`src/rtl/hw_regs_wr_arbiter.sv`:
```
// hw_regs_wr_arbiter: round-robin arbiter sharing the hardware-register RAM
// write port between NUM_REQ requesters. Each accepted 16-bit beat is turned
// into a registered cache-line write (WE, line address, replicated data,
// byte-lane mask). A requester may hold the grant with REQ_LOCK for atomic
// multi-word updates; an idle lock is broken after LOCK_TIMEOUT cycles.
//
// Ports:
//   CLK, RESET          clock, synchronous active-high reset
//   REQ_VALID/REQ_READY per-requester handshake (READY combinational, one-hot or zero)
//   REQ_LOCK            keep the grant after this beat
//   REQ_ADDR/DATA/BE    per-requester byte address, 16-bit data, byte enables
//   WE, ADDR_OUT, DATA_OUT, WMASK, GRANT_ID   registered line-write outputs
//   LOCKED              lock currently held
//   LOCK_ERR            one-cycle pulse when an idle lock is forcibly released
module hw_regs_wr_arbiter #(
  parameter int unsigned NUM_REQ         = 3,
  parameter int unsigned PORT_ADDR_SIZE  = 19,
  parameter int unsigned PORT_CACHE_BITS = 128,
  parameter int unsigned ENDIAN          = 1,
  parameter int unsigned HW_REGS_SIZE    = 14,
  parameter logic [PORT_ADDR_SIZE-1:0] BASE_WRITE_ADDRESS = '0,
  parameter int unsigned LOCK_TIMEOUT    = 64
) (
  input  logic                                   CLK,
  input  logic                                   RESET,
  input  logic [NUM_REQ-1:0]                     REQ_VALID,
  output logic [NUM_REQ-1:0]                     REQ_READY,
  input  logic [NUM_REQ-1:0]                     REQ_LOCK,
  input  logic [NUM_REQ-1:0][HW_REGS_SIZE-1:0]   REQ_ADDR,
  input  logic [NUM_REQ-1:0][15:0]               REQ_DATA,
  input  logic [NUM_REQ-1:0][1:0]                REQ_BE,
  output logic                                   WE,
  output logic [PORT_ADDR_SIZE-1:0]              ADDR_OUT,
  output logic [PORT_CACHE_BITS-1:0]             DATA_OUT,
  output logic [PORT_CACHE_BITS/8-1:0]           WMASK,
  output logic [2:0]                             GRANT_ID,
  output logic                                   LOCKED,
  output logic                                   LOCK_ERR
);

  localparam int unsigned LANES = PORT_CACHE_BITS / 8;
  localparam int unsigned LB    = $clog2(LANES);
  localparam int unsigned IW    = $clog2(NUM_REQ);
  localparam int unsigned CW    = $clog2(LOCK_TIMEOUT + 1);

  // Upper address bits come from the base; the register space fills the rest.
  localparam logic [PORT_ADDR_SIZE-1:0] BASE_HI =
    BASE_WRITE_ADDRESS & ~((PORT_ADDR_SIZE'(1) << HW_REGS_SIZE) - PORT_ADDR_SIZE'(1));
  localparam logic [HW_REGS_SIZE-1:0] LINE_MASK = ~HW_REGS_SIZE'(LANES - 1);
  localparam logic [LB-1:0]           ENDIAN_X  = LB'(ENDIAN);

  typedef enum logic {ST_IDLE, ST_LOCKED} state_t;

  state_t                      state_q, state_d;
  logic [IW-1:0]               ptr_q, ptr_d;
  logic [IW-1:0]               owner_q, owner_d;
  logic [CW-1:0]               cnt_q, cnt_d;
  logic                        we_q, we_d;
  logic [PORT_ADDR_SIZE-1:0]   addr_q, addr_d;
  logic [PORT_CACHE_BITS-1:0]  data_q, data_d;
  logic [LANES-1:0]            wmask_q, wmask_d;
  logic [2:0]                  grant_q, grant_d;
  logic                        locked_q, locked_d;
  logic                        lock_err_q, lock_err_d;

  logic                        win_found;
  logic [IW-1:0]               win_idx;
  logic [IW:0]                 cand;
  logic                        accept;
  logic [IW-1:0]               sel_idx;
  logic [HW_REGS_SIZE-1:0]     a_sel;
  logic [15:0]                 d_sel;
  logic [1:0]                  be_sel;
  logic                        lock_sel;
  logic [LB-1:0]               k0, k1;

  // Round-robin scan: first valid requester after the pointer, wrapping.
  always_comb begin
    win_found = 1'b0;
    win_idx   = '0;
    cand      = '0;
    for (int unsigned i = 1; i <= NUM_REQ; i++) begin
      cand = (IW+1)'(ptr_q) + (IW+1)'(i);
      if (cand >= (IW+1)'(NUM_REQ)) cand = cand - (IW+1)'(NUM_REQ);
      if (!win_found && REQ_VALID[cand[IW-1:0]]) begin
        win_found = 1'b1;
        win_idx   = cand[IW-1:0];
      end
    end
  end

  // Next-state, handshake and output-register computation.
  always_comb begin
    state_d    = state_q;
    ptr_d      = ptr_q;
    owner_d    = owner_q;
    cnt_d      = cnt_q;
    we_d       = 1'b0;
    addr_d     = addr_q;
    data_d     = data_q;
    wmask_d    = wmask_q;
    grant_d    = grant_q;
    lock_err_d = 1'b0;
    REQ_READY  = '0;
    accept     = 1'b0;
    sel_idx    = '0;

    case (state_q)
      ST_IDLE: begin
        if (win_found) begin
          accept  = 1'b1;
          sel_idx = win_idx;
        end
      end
      ST_LOCKED: begin
        if (REQ_VALID[owner_q]) begin
          accept  = 1'b1;
          sel_idx = owner_q;
        end else if (cnt_q == CW'(LOCK_TIMEOUT - 1)) begin
          // Owner went quiet for too long: break the lock, accept nothing now.
          state_d    = ST_IDLE;
          cnt_d      = '0;
          lock_err_d = 1'b1;
        end else begin
          cnt_d = cnt_q + CW'(1);
        end
      end
      default: state_d = ST_IDLE;
    endcase

    // No handshake is offered while reset is asserted.
    if (RESET) accept = 1'b0;

    a_sel    = REQ_ADDR[sel_idx];
    d_sel    = REQ_DATA[sel_idx];
    be_sel   = REQ_BE[sel_idx];
    lock_sel = REQ_LOCK[sel_idx];
    k0       = a_sel[LB-1:0] & ~LB'(1);
    k1       = k0 | LB'(1);

    if (accept) begin
      REQ_READY[sel_idx] = 1'b1;
      ptr_d              = sel_idx;
      cnt_d              = '0;
      // A beat with no byte enables completes the handshake but writes nothing.
      we_d               = |be_sel;
      addr_d             = BASE_HI | PORT_ADDR_SIZE'(a_sel & LINE_MASK);
      data_d             = {(LANES/2){d_sel}};
      wmask_d            = '0;
      wmask_d[k0 ^ ENDIAN_X] = be_sel[0];
      wmask_d[k1 ^ ENDIAN_X] = be_sel[1];
      grant_d            = 3'(sel_idx);
      if (lock_sel) begin
        state_d = ST_LOCKED;
        owner_d = sel_idx;
      end else begin
        state_d = ST_IDLE;
      end
    end

    locked_d = (state_d == ST_LOCKED);
  end

  // State and output registers; reset drops any lock silently.
  always_ff @(posedge CLK) begin
    if (RESET) begin
      state_q    <= ST_IDLE;
      ptr_q      <= IW'(NUM_REQ - 1);
      owner_q    <= '0;
      cnt_q      <= '0;
      we_q       <= 1'b0;
      addr_q     <= '0;
      data_q     <= '0;
      wmask_q    <= '0;
      grant_q    <= '0;
      locked_q   <= 1'b0;
      lock_err_q <= 1'b0;
    end else begin
      state_q    <= state_d;
      ptr_q      <= ptr_d;
      owner_q    <= owner_d;
      cnt_q      <= cnt_d;
      we_q       <= we_d;
      addr_q     <= addr_d;
      data_q     <= data_d;
      wmask_q    <= wmask_d;
      grant_q    <= grant_d;
      locked_q   <= locked_d;
      lock_err_q <= lock_err_d;
    end
  end

  assign WE       = we_q;
  assign ADDR_OUT = addr_q;
  assign DATA_OUT = data_q;
  assign WMASK    = wmask_q;
  assign GRANT_ID = grant_q;
  assign LOCKED   = locked_q;
  assign LOCK_ERR = lock_err_q;

endmodule

```
`config.mk`:
```
export PLATFORM = sky130hd
export DESIGN_NAME = hw_regs_wr_arbiter
export DESIGN_NICKNAME = d
export VERILOG_FILES = /design/src/rtl/hw_regs_wr_arbiter.sv
export SDC_FILE = /design/constraint.sdc
export NUM_CORES = 1
export LEC_CHECK = 0
export ABC_AREA = 1
export BUFFER_PORTS_ARGS = -buffer_cell sky130_fd_sc_hd__buf_2
export CAP_MARGIN = 25
export CORE_AREA = 2 2 107 109
export CTS_BUF_LIST = sky130_fd_sc_hd__clkbuf_8
export CTS_CLUSTER_SIZE = 20
export DETAILED_ROUTE_END_ITERATION = 16
export DIE_AREA = 0 0 109 111
export PLACE_DENSITY = 0.79
export SKIP_LAST_GASP = 1
export SLEW_MARGIN = 20
export SYNTH_ARGS = -nofsm -noshare
export SYNTH_HDL_FRONTEND = slang
export SYNTH_SLANG_ARGS = --single-unit
```
`constraint.sdc`:
```
create_clock -name CLK -period 3.5 [get_ports CLK]
set_input_delay 0.175 -clock CLK [delete_from_list [all_inputs] [get_ports CLK]]
set_output_delay 0.175 -clock CLK [all_outputs]
set_load 0.05 [all_outputs]
```
==> run_results.csv, run 1 <==
group,metric,value,unit
status,run_status,"finished clean",
synthesis,syn-instance-count,589,
hold_path,timing.hold.worst_endpoint,"owner_q[0]",
clock_tree,tritoncts_clock_tree,"done",
grt,grt_pass1_vias,3604,
routing,first_iter_violations,175,
synthesis,synth-seq-cells,57,
worst_setup_path,worst-r2r-cell-count,15,
timing,setup_total_negative_slack,0,ns
timing,final_setup_vio_count,0,
routing,vias,4080,
worst_setup_path,crit_type,"reg -> out",
floorplan,dieWidth,109,µm
hold_path,worst_hold_path.num_cells,3,
clock_tree,worst_skew_pair.late_latency,0.35,ns
grt,first_pass_grt_wire_length,17300,µm
routing,antenna_violating_nets_post_route,0,
clock_tree,tritoncts.num_buffers,9,
grt,remaining_global_route_overflow,0,
floorplan,die_y,111,µm
place,numPortBuffers,262,
hold_path,min-delay-path-class,"in -> reg",
clock_tree,post_cts.resized_instances,0,
worst_setup_path,cp-start-kind,"register",
worst_setup_path,timing.critical_path.to_type,"primary output",
worst_setup_path,crit_arrival,3.04,ns
grt,grt_util_all_layers,18.2,%
clock_tree,ctsHoldBuffers,0,
timing,min_period,3.22,ns
worst_setup_path,timing.critical_path.fanout_max,8,
timing,rsz_0062_raised_after_global_routing,"false",
floorplan,core_area,11100,µm²
clock_tree,path_clk_slew,0.07,ns
synthesis,number_of_flops_mapped_to_enable_cells_by_yosys,0,
clock_tree,post-cts-setup-buffer-count,0,
floorplan,die_area,12100,µm²
hold_path,hold_path_startpoint,"REQ_LOCK[1]",
worst_setup_path,reg2reg_to,"WMASK[4]",
synthesis,ys_dominant_reg_cell,"dfxtp_1",
routing,avgViaCountPerCell,4.63,
timing,achievable-frequency,0.311,GHz
clock_tree,cts_htree_levels,3,
floorplan,io_pins,276,
routing,drc_errors,0,
synthesis,ys_seq_area_share,28.2,%
layout,flow.area_growth_from_synthesis,18.4,%
flow_run,cap_viol_max_count,0,
layout,final_nets,842,
routing,wl_per_cell,12.9,µm
place,dpl.hpwl,8520,µm
timing,final.setup_skew,0.00869,ns
synthesis,synth-async-reset-ratio,0,%
grt,grt_antenna_before_repair,1,
grt,grt_max_degree,35,
clock_tree,cts-root-buf,"clkbuf_8",
floorplan,num_rows,39,
synthesis,synthDistinctLibCells,35,
worst_setup_path,worst_ep_required_time,3.32,ns
routing,detail_route.first_pass.iterations,5,
layout,most_common_library_cell_in_the_layout_ignoring_fill_and_taps,"buf_2",
timing,hold_viol_final,0,
worst_setup_path,timing.rr.start,"ptr_q[0]",
worst_setup_path,rrSetupSlack,0.55,ns
floorplan,initial_core_util,36.5,%
clock_tree,clock_path_buffers,2,
synthesis,synthesis.area_per_instance,6.86,µm²
synthesis,mappedNetlistArea,4040,µm²
layout,insertedDiodeCount,0,
timing,timing.final.crit_share,91.9,%
synthesis,yosysWarnings,0,
place,gp_congestion,0.897,
routing,totalWireLength,11300,µm
clock_tree,number_of_sinks_driven_by_the_clock_tree,57,
layout,most_frequent_cells_in_the_layout,"buf_2 (262), nand2_1 (142), dfxtp_1 (57)",
layout,share_of_final_layout_standard_cells_stronger_than_drive_strength_1,42.2,%
timing,count_of_final_max_slew_check_failures,0,
## metal layers
| metal | up-vias | GRT usage (%) | share of wire [%] |
|---|---|---|---|
| met5 | - | 0 | 0.11 |
| met3 | 15 | 5.64 | 8.0 |
| met2 | 176 | 29.8 | 48 |
| met1 | 1824 | 22.7 | 42 |
| li1 | 2063 | - | - |
| met4 | 2 | 5.38 | 1.1 |
## sequential cells by signal, summed over array words and instances (netlist names)
register  flops
ADDR_OUT     10
WMASK        16
ptr_q         2
LOCKED        1
WE            1
cnt_q         7
GRANT_ID      1
owner_q       2
LOCK_ERR      1
DATA_OUT     16
## synthesized netlist by cell type, types with 3 or more instances
master,number,area [µm²]
nand3_1,33,165
o21ai_0,33,165
buf_2,9,45.0
inv_2,3,11.3
ha_1,4,50.1
nor2_2,7,43.8
nand3b_1,4,30.0
buf_4,126,946
o22ai_1,10,62.6
inv_1,24,90.1
a22oi_1,10,75.1
a31oi_1,4,25.0
nand2_1,142,533
buf_6,6,67.6
nor2_1,50,188
o21ai_1,17,85.1
nand2_2,7,43.8
a21oi_1,19,95.1
dfxtp_1,57,1140
clkbuf_1,5,18.8
## through the flow
step | std cells | area (µm²) | setup slack [ns] | hold WS, ns | util, %
6_report | 882 | 4780 | 0.284 | 0.0823 | 43.2
5_1_grt | 882 | 4780 | 0.0498 | 0.0689 | 43.2
2_1_floorplan | 598 | 4080 | 0.859 | 0.244 | -
3_5_place_dp | 866 | 4560 | 0.547 | 0.438 | 41.1
4_1_cts | 882 | 4780 | 0.263 | 0.0658 | 43.2
3_3_place_gp | 866 | 4560 | 0.605 | 0.433 | 41.1
## final cells by class
type                            count  area (µm²)
Clock buffer                        9         124
Clock inverter                      7         103
Fill cell                        1141        6290
Inverter                           28         110
Multi-Input combinational cell    367        1750
Sequential cell                    57        1140
Tap cell                          143         179
Timing Repair Buffer              271        1380
## cells by family after synthesis
logic type / Yosys count / share of synthesized area (%)
compound gates: 100 / 14.2
xor+xnor: 3 / 0.650
fa+ha+maj: 4 / 1.24
buf+inv: 174 / 29.4
flops: 57 / 28.2
other cells: 1 / 0.0928
simple gates: 250 / 26.2
## critical path: stages (launching register included)
cell and delay (ns):
dfxtp_1 0.43, inv_1 0.14, ha_1 0.45, inv_6 0.13, nand2_2 0.07, nand2_2 0.07, nor2_2 0.04, nor2_2 0.14
nand3b_1 0.12, nand2_1 0.11, nor2_2 0.28, inv_2 0.17, nor2_2 0.22, buf_2 0.31
## how the worst max path moves through the flow
stage,slack (ns),start,depth (start not counted),end
2_1_floorplan,0.86,ptr_q[0],12,REQ_READY[0]
4_1_cts,0.26,ptr_q[0],13,REQ_READY[2]
3_3_place_gp,0.61,ptr_q[0],14,WMASK[14]
5_1_grt,0.05,ptr_q[0],13,REQ_READY[2]
6_report,0.28,ptr_q[0],13,REQ_READY[2]
3_5_place_dp,0.55,ptr_q[0],14,WMASK[12]
Power of run 1 is left out: the tool's default activity adds up to more than one toggle a clock period on the data nets, which glitch-free logic cannot reach.
==> inputs of run 2 (changes only) <==
Settings changed: HOLD_SLACK_MARGIN set to 0.08.
Clock period 3.5 ns to 4 ns, I/O delays scaled along.
==> run 2 against run 1 <==
Net effect:
- cell count fell by 0.34%
- critical path type unchanged
- highest routed layer unchanged
- largest cell class unchanged
- worst setup slack gained 0.36 ns
- critical endpoint is now REQ_READY[0]
- first-iteration DRC count increased by 40%
==> run_results.csv, run 2 (same netlist as run 1, synthesis figures left out) <==
group,metric,value,unit
clock_tree,number_of_sinks_driven_by_the_clock_tree,57,
layout,final_nets,839,
grt,first_pass_grt_wire_length,17300,µm
routing,wl_per_cell,13.0,µm
layout,flow.area_growth_from_synthesis,17.3,%
layout,share_of_final_layout_standard_cells_stronger_than_drive_strength_1,42.0,%
hold_path,worst_hold_path.num_cells,2,
timing,final.setup_skew,0.0143,ns
routing,totalWireLength,11400,µm
timing,rsz_0062_raised_after_global_routing,"false",
timing,worstMarginPinSlew,0.613,ns
layout,most_common_library_cell_in_the_layout_ignoring_fill_and_taps,"buf_2",
layout,area_occupied_by_multi_input_gates,1750,µm²
routing,detail_route.first_pass.iterations,5,
hold_path,timing.hold.worst_endpoint,"owner_q[1]",
floorplan,die_y,111,µm
timing,hold_viol_final,0,
place,dpl.hpwl,8480,µm
worst_setup_path,timing.critical_path.slowest_stage_cell,"a21boi_4",
layout,final-seq-area,1140,µm²
status,run_status,"finished clean",
worst_setup_path,crit_arrival,3.15,ns
place,gp_congestion,0.862,
routing,vias,4069,
place,numPortBuffers,262,
floorplan,io_pins,276,
grt,grt_antenna_before_repair,1,
clock_tree,tritoncts.num_buffers,9,
routing,antenna_violating_nets_post_route,0,
worst_setup_path,worst_ep_required_time,3.80,ns
worst_setup_path,critical_path.most_common_cell,"nand2_1",
timing,achievable-frequency,0.298,GHz
clock_tree,path_clk_slew,0.07,ns
flow_run,cap_viol_max_count,0,
grt,grt_util_all_layers,18.0,%
floorplan,core_area,11100,µm²
timing,setup_total_negative_slack,0,ns
grt,grt_max_degree,49,
worst_setup_path,worst-r2r-cell-count,13,
routing,drc_errors,0,
routing,avgViaCountPerCell,4.63,
worst_setup_path,rrSetupSlack,0.97,ns
clock_tree,cts-root-buf,"clkbuf_8",
floorplan,die_area,12100,µm²
layout,final.fill_count,1149,
worst_setup_path,crit_type,"reg -> out",
timing,count_of_final_max_slew_check_failures,0,
worst_setup_path,cp-start-kind,"register",
clock_tree,cts_htree_levels,3,
worst_setup_path,timing.critical_path.to_type,"primary output",
routing,first_iter_violations,245,
hold_path,hold_path_startpoint,"RESET",
timing,final_setup_vio_count,0,
floorplan,num_rows,39,
worst_setup_path,reg2reg_to,"WMASK[11]",
grt,grt_pass1_vias,3529,
timing,worst_hold_slack,0.136,ns
timing,min_period,3.35,ns
layout,most_frequent_cells_in_the_layout,"buf_2 (262), nand2_1 (142), dfxtp_1 (57)",
timing,timing.final.crit_share,83.9,%
timing,slew_headroom,59.1,%
hold_path,min-delay-path-class,"in -> reg",
clock_tree,tritoncts_clock_tree,"done",
worst_setup_path,timing.critical_path.fanout_max,20,
grt,remaining_global_route_overflow,0,
worst_setup_path,critical_path.cell_chain,"inv_1 > ha_1 > inv_6 > nand2_2 > o21ai_1 > nor2_2 > nand2_1 > nand3_2 > a21boi_4 > nand2_1 > nor2_1 > buf_2",
worst_setup_path,timing.critical_path.slowest_cell_delay,0.52,ns
clock_tree,ctsHoldBuffers,0,
clock_tree,post_cts.resized_instances,0,
worst_setup_path,timing.rr.start,"ptr_q[0]",
clock_tree,worst_skew_pair.late_latency,0.34,ns
layout,insertedDiodeCount,0,
floorplan,initial_core_util,36.5,%
clock_tree,clock_path_buffers,2,
floorplan,dieWidth,109,µm
clock_tree,post-cts-setup-buffer-count,0,
## run 2: cell count changes in the layout (fill, tap and decap cells not counted)
cell and delta:
bufinv_16 -1, buf_4 -3, clkinvlp_4 +1
## run 2: worst max-delay path: cells and delay by family (launching register included)
family | cells | cell delay (ns)
AO/OA/AOI/OAI | 2 | 0.68
flip-flops | 1 | 0.43
AND/OR/NAND/NOR | 6 | 0.72
adder cells (fa/ha/maj) | 1 | 0.45
buffers and inverters | 3 | 0.54
## run 2: worst max-delay path by stage
stage	startpoint	end
after CTS	ptr_q[0]	REQ_READY[0]
after detailed placement	ptr_q[0]	WMASK[9]
final	ptr_q[0]	REQ_READY[0]
after global routing	ptr_q[0]	REQ_READY[0]
after global placement	ptr_q[0]	WMASK[7]
after floorplan	ptr_q[0]	REQ_READY[0]
## run 2: cell type report
class	instances	area share [%]
repair buffers	268	28.6
well taps	143	3.78
flip-flops and latches	57	24.1
multi-input cells	367	36.9
clock buffers	9	2.61
inverters	28	2.32
clock inverters	7	1.69
## run 2: per-layer routing
layer	vias up	wire length, µm	track usage (%)
met4	2	104	5.21
met3	10	885	4.70
met2	182	5470	30.0
met5	-	13	0
met1	1817	4930	22.6
li1	2058	-	-
## run 2: stage by stage
| step | instances | worst slack (ns) | cell area (µm²) | util [%] |
|---|---|---|---|---|
| finish | 879 | 0.645 | 4740 | 42.8 |
| global route | 879 | 0.344 | 4740 | 42.8 |
| CTS | 879 | 0.621 | 4740 | 42.8 |
| detailed placement | 863 | 0.949 | 4540 | 40.9 |
| global placement | 863 | 1.02 | 4540 | 40.9 |
| floorplan | 598 | 1.33 | 4080 | - |
Power of run 2 is left out for the same reason.
==> inputs of run 3 (changes only) <==
Clock period 4 ns to 3.5 ns, I/O delays scaled along.
==> run 3 against run 2 <==
Net effect:
- first-iteration DRC count fell by 17%
- cell count rose by 0.46%
- non-clock buffer count rose by 4
- design area rose by 1.2%
- flip-flop and latch count did not move
==> run_results.csv, run 3 (same netlist as run 1, synthesis figures left out) <==
group,metric,value,unit
layout,most_frequent_cells_in_the_layout,"buf_2 (262), nand2_1 (142), dfxtp_1 (57)",
worst_setup_path,crit_arrival,3.04,ns
routing,vias,4089,
grt,grt_antenna_before_repair,1,
grt,grt_max_degree,35,
routing,totalWireLength,11300,µm
layout,share_of_final_layout_standard_cells_stronger_than_drive_strength_1,42.2,%
routing,wl_per_cell,12.9,µm
floorplan,num_rows,39,
layout,flow.area_growth_from_synthesis,18.6,%
routing,avgViaCountPerCell,4.63,
timing,min_period,3.22,ns
clock_tree,clock_path_buffers,2,
timing,count_of_final_max_slew_check_failures,0,
layout,final-seq-area,1140,µm²
routing,antenna_violating_nets_post_route,0,
grt,globalRouteMet1Util,22.8,%
floorplan,die_area,12100,µm²
clock_tree,cts_htree_levels,3,
clock_tree,worst_skew_pair.late_latency,0.35,ns
flow_run,cap_viol_max_count,0,
hold_path,worst_hold_path.num_cells,2,
timing,hold_viol_final,0,
clock_tree,tritoncts.num_buffers,9,
timing,final.setup_skew,0.00727,ns
grt,remaining_global_route_overflow,0,
grt,grt_util_all_layers,18.2,%
layout,final.fill_count,1138,
clock_tree,post_cts.resized_instances,0,
floorplan,dieWidth,109,µm
floorplan,io_pins,276,
floorplan,die_y,111,µm
timing,rsz_0062_raised_after_global_routing,"false",
timing,timing.final.crit_share,92.0,%
status,run_status,"finished clean",
routing,drc_errors,0,
worst_setup_path,worst-r2r-cell-count,15,
place,dpl.hpwl,8520,µm
grt,grt_pass1_vias,3615,
floorplan,initial_core_util,36.5,%
layout,area_occupied_by_multi_input_gates,1750,µm²
worst_setup_path,cp-start-kind,"register",
place,numPortBuffers,262,
grt,global_route.usage.met2,29.8,%
clock_tree,post-cts-setup-buffer-count,0,
timing,achievable-frequency,0.311,GHz
worst_setup_path,timing.critical_path.fanout_max,8,
grt,grt.busiest_layer,"met2",
timing,final_setup_vio_count,0,
layout,most_common_library_cell_in_the_layout_ignoring_fill_and_taps,"buf_2",
grt,first_pass_grt_wire_length,17300,µm
timing,setup_total_negative_slack,0,ns
clock_tree,path_clk_slew,0.07,ns
hold_path,min-delay-path-class,"in -> reg",
worst_setup_path,worst_ep_required_time,3.32,ns
clock_tree,tritoncts_clock_tree,"done",
routing,detail_route.first_pass.iterations,5,
place,gp_congestion,0.897,
grt,groute.layer.met3.usage,5.70,%
layout,final_nets,843,
clock_tree,ctsHoldBuffers,1,
floorplan,core_area,11100,µm²
worst_setup_path,crit_type,"reg -> out",
clock_tree,number_of_sinks_driven_by_the_clock_tree,57,
clock_tree,cts-root-buf,"clkbuf_8",
worst_setup_path,timing.critical_path.to_type,"primary output",
layout,insertedDiodeCount,0,
routing,first_iter_violations,203,
[run 3: cell types whose count changed in the layout (fill, tap and decap cells not counted)]
cell / previous run / this run
buf_4: 6 / 9
bufinv_16: 1 / 2
clkinvlp_4: 2 / 1
dlygate4sd3_1: 0 / 1
[run 3: worst paths after layout]
path	from	endpoint	slack, ns
worst min-delay path	RESET	owner_q[0]	0.09
worst max-delay path	ptr_q[0]	REQ_READY[2]	0.28
worst max register to register	ptr_q[0]	WMASK[12]	0.56
worst min register to register	ADDR_OUT[4]	ADDR_OUT[4]	0.45
[run 3: routing by layer]
layer  part of all wire, %  up-vias
li1                      -     2067
met1                    41     1810
met2                    48      191
met3                   9.2       19
met4                   1.4        2
met5                  0.11        -
[run 3: final cells by class]
type                    instances  share of cell area (%)
repair buffers                272                    29.0
flip-flops and latches         57                    23.8
multi-input cells             367                    36.5
well taps                     143                    3.73
clock buffers                   9                    2.58
clock inverters                 7                    2.14
inverters                      28                    2.30
[run 3: stage by stage]
stage	std cells	hold WS [ns]	setup WS, ns	utilization [%]	cell area, µm²
floorplan	598	0.244	0.859	-	4080
global placement	866	0.433	0.605	41.1	4560
detailed placement	866	0.438	0.547	41.1	4560
CTS	883	0.0819	0.263	43.3	4790
global route	883	0.0832	0.0498	43.3	4790
finish	883	0.0925	0.280	43.3	4790
[run 3: worst max-delay path, stage by stage, from the launching register on]
cell	delay [ns]
dfxtp_1	0.44
inv_1	0.14
ha_1	0.45
inv_6	0.13
nand2_2	0.06
nand2_2	0.07
nor2_2	0.04
nor2_2	0.14
nand3b_1	0.12
nand2_1	0.11
nor2_2	0.28
inv_2	0.17
nor2_2	0.22
buf_2	0.31
Power of run 3 is left out for the same reason.
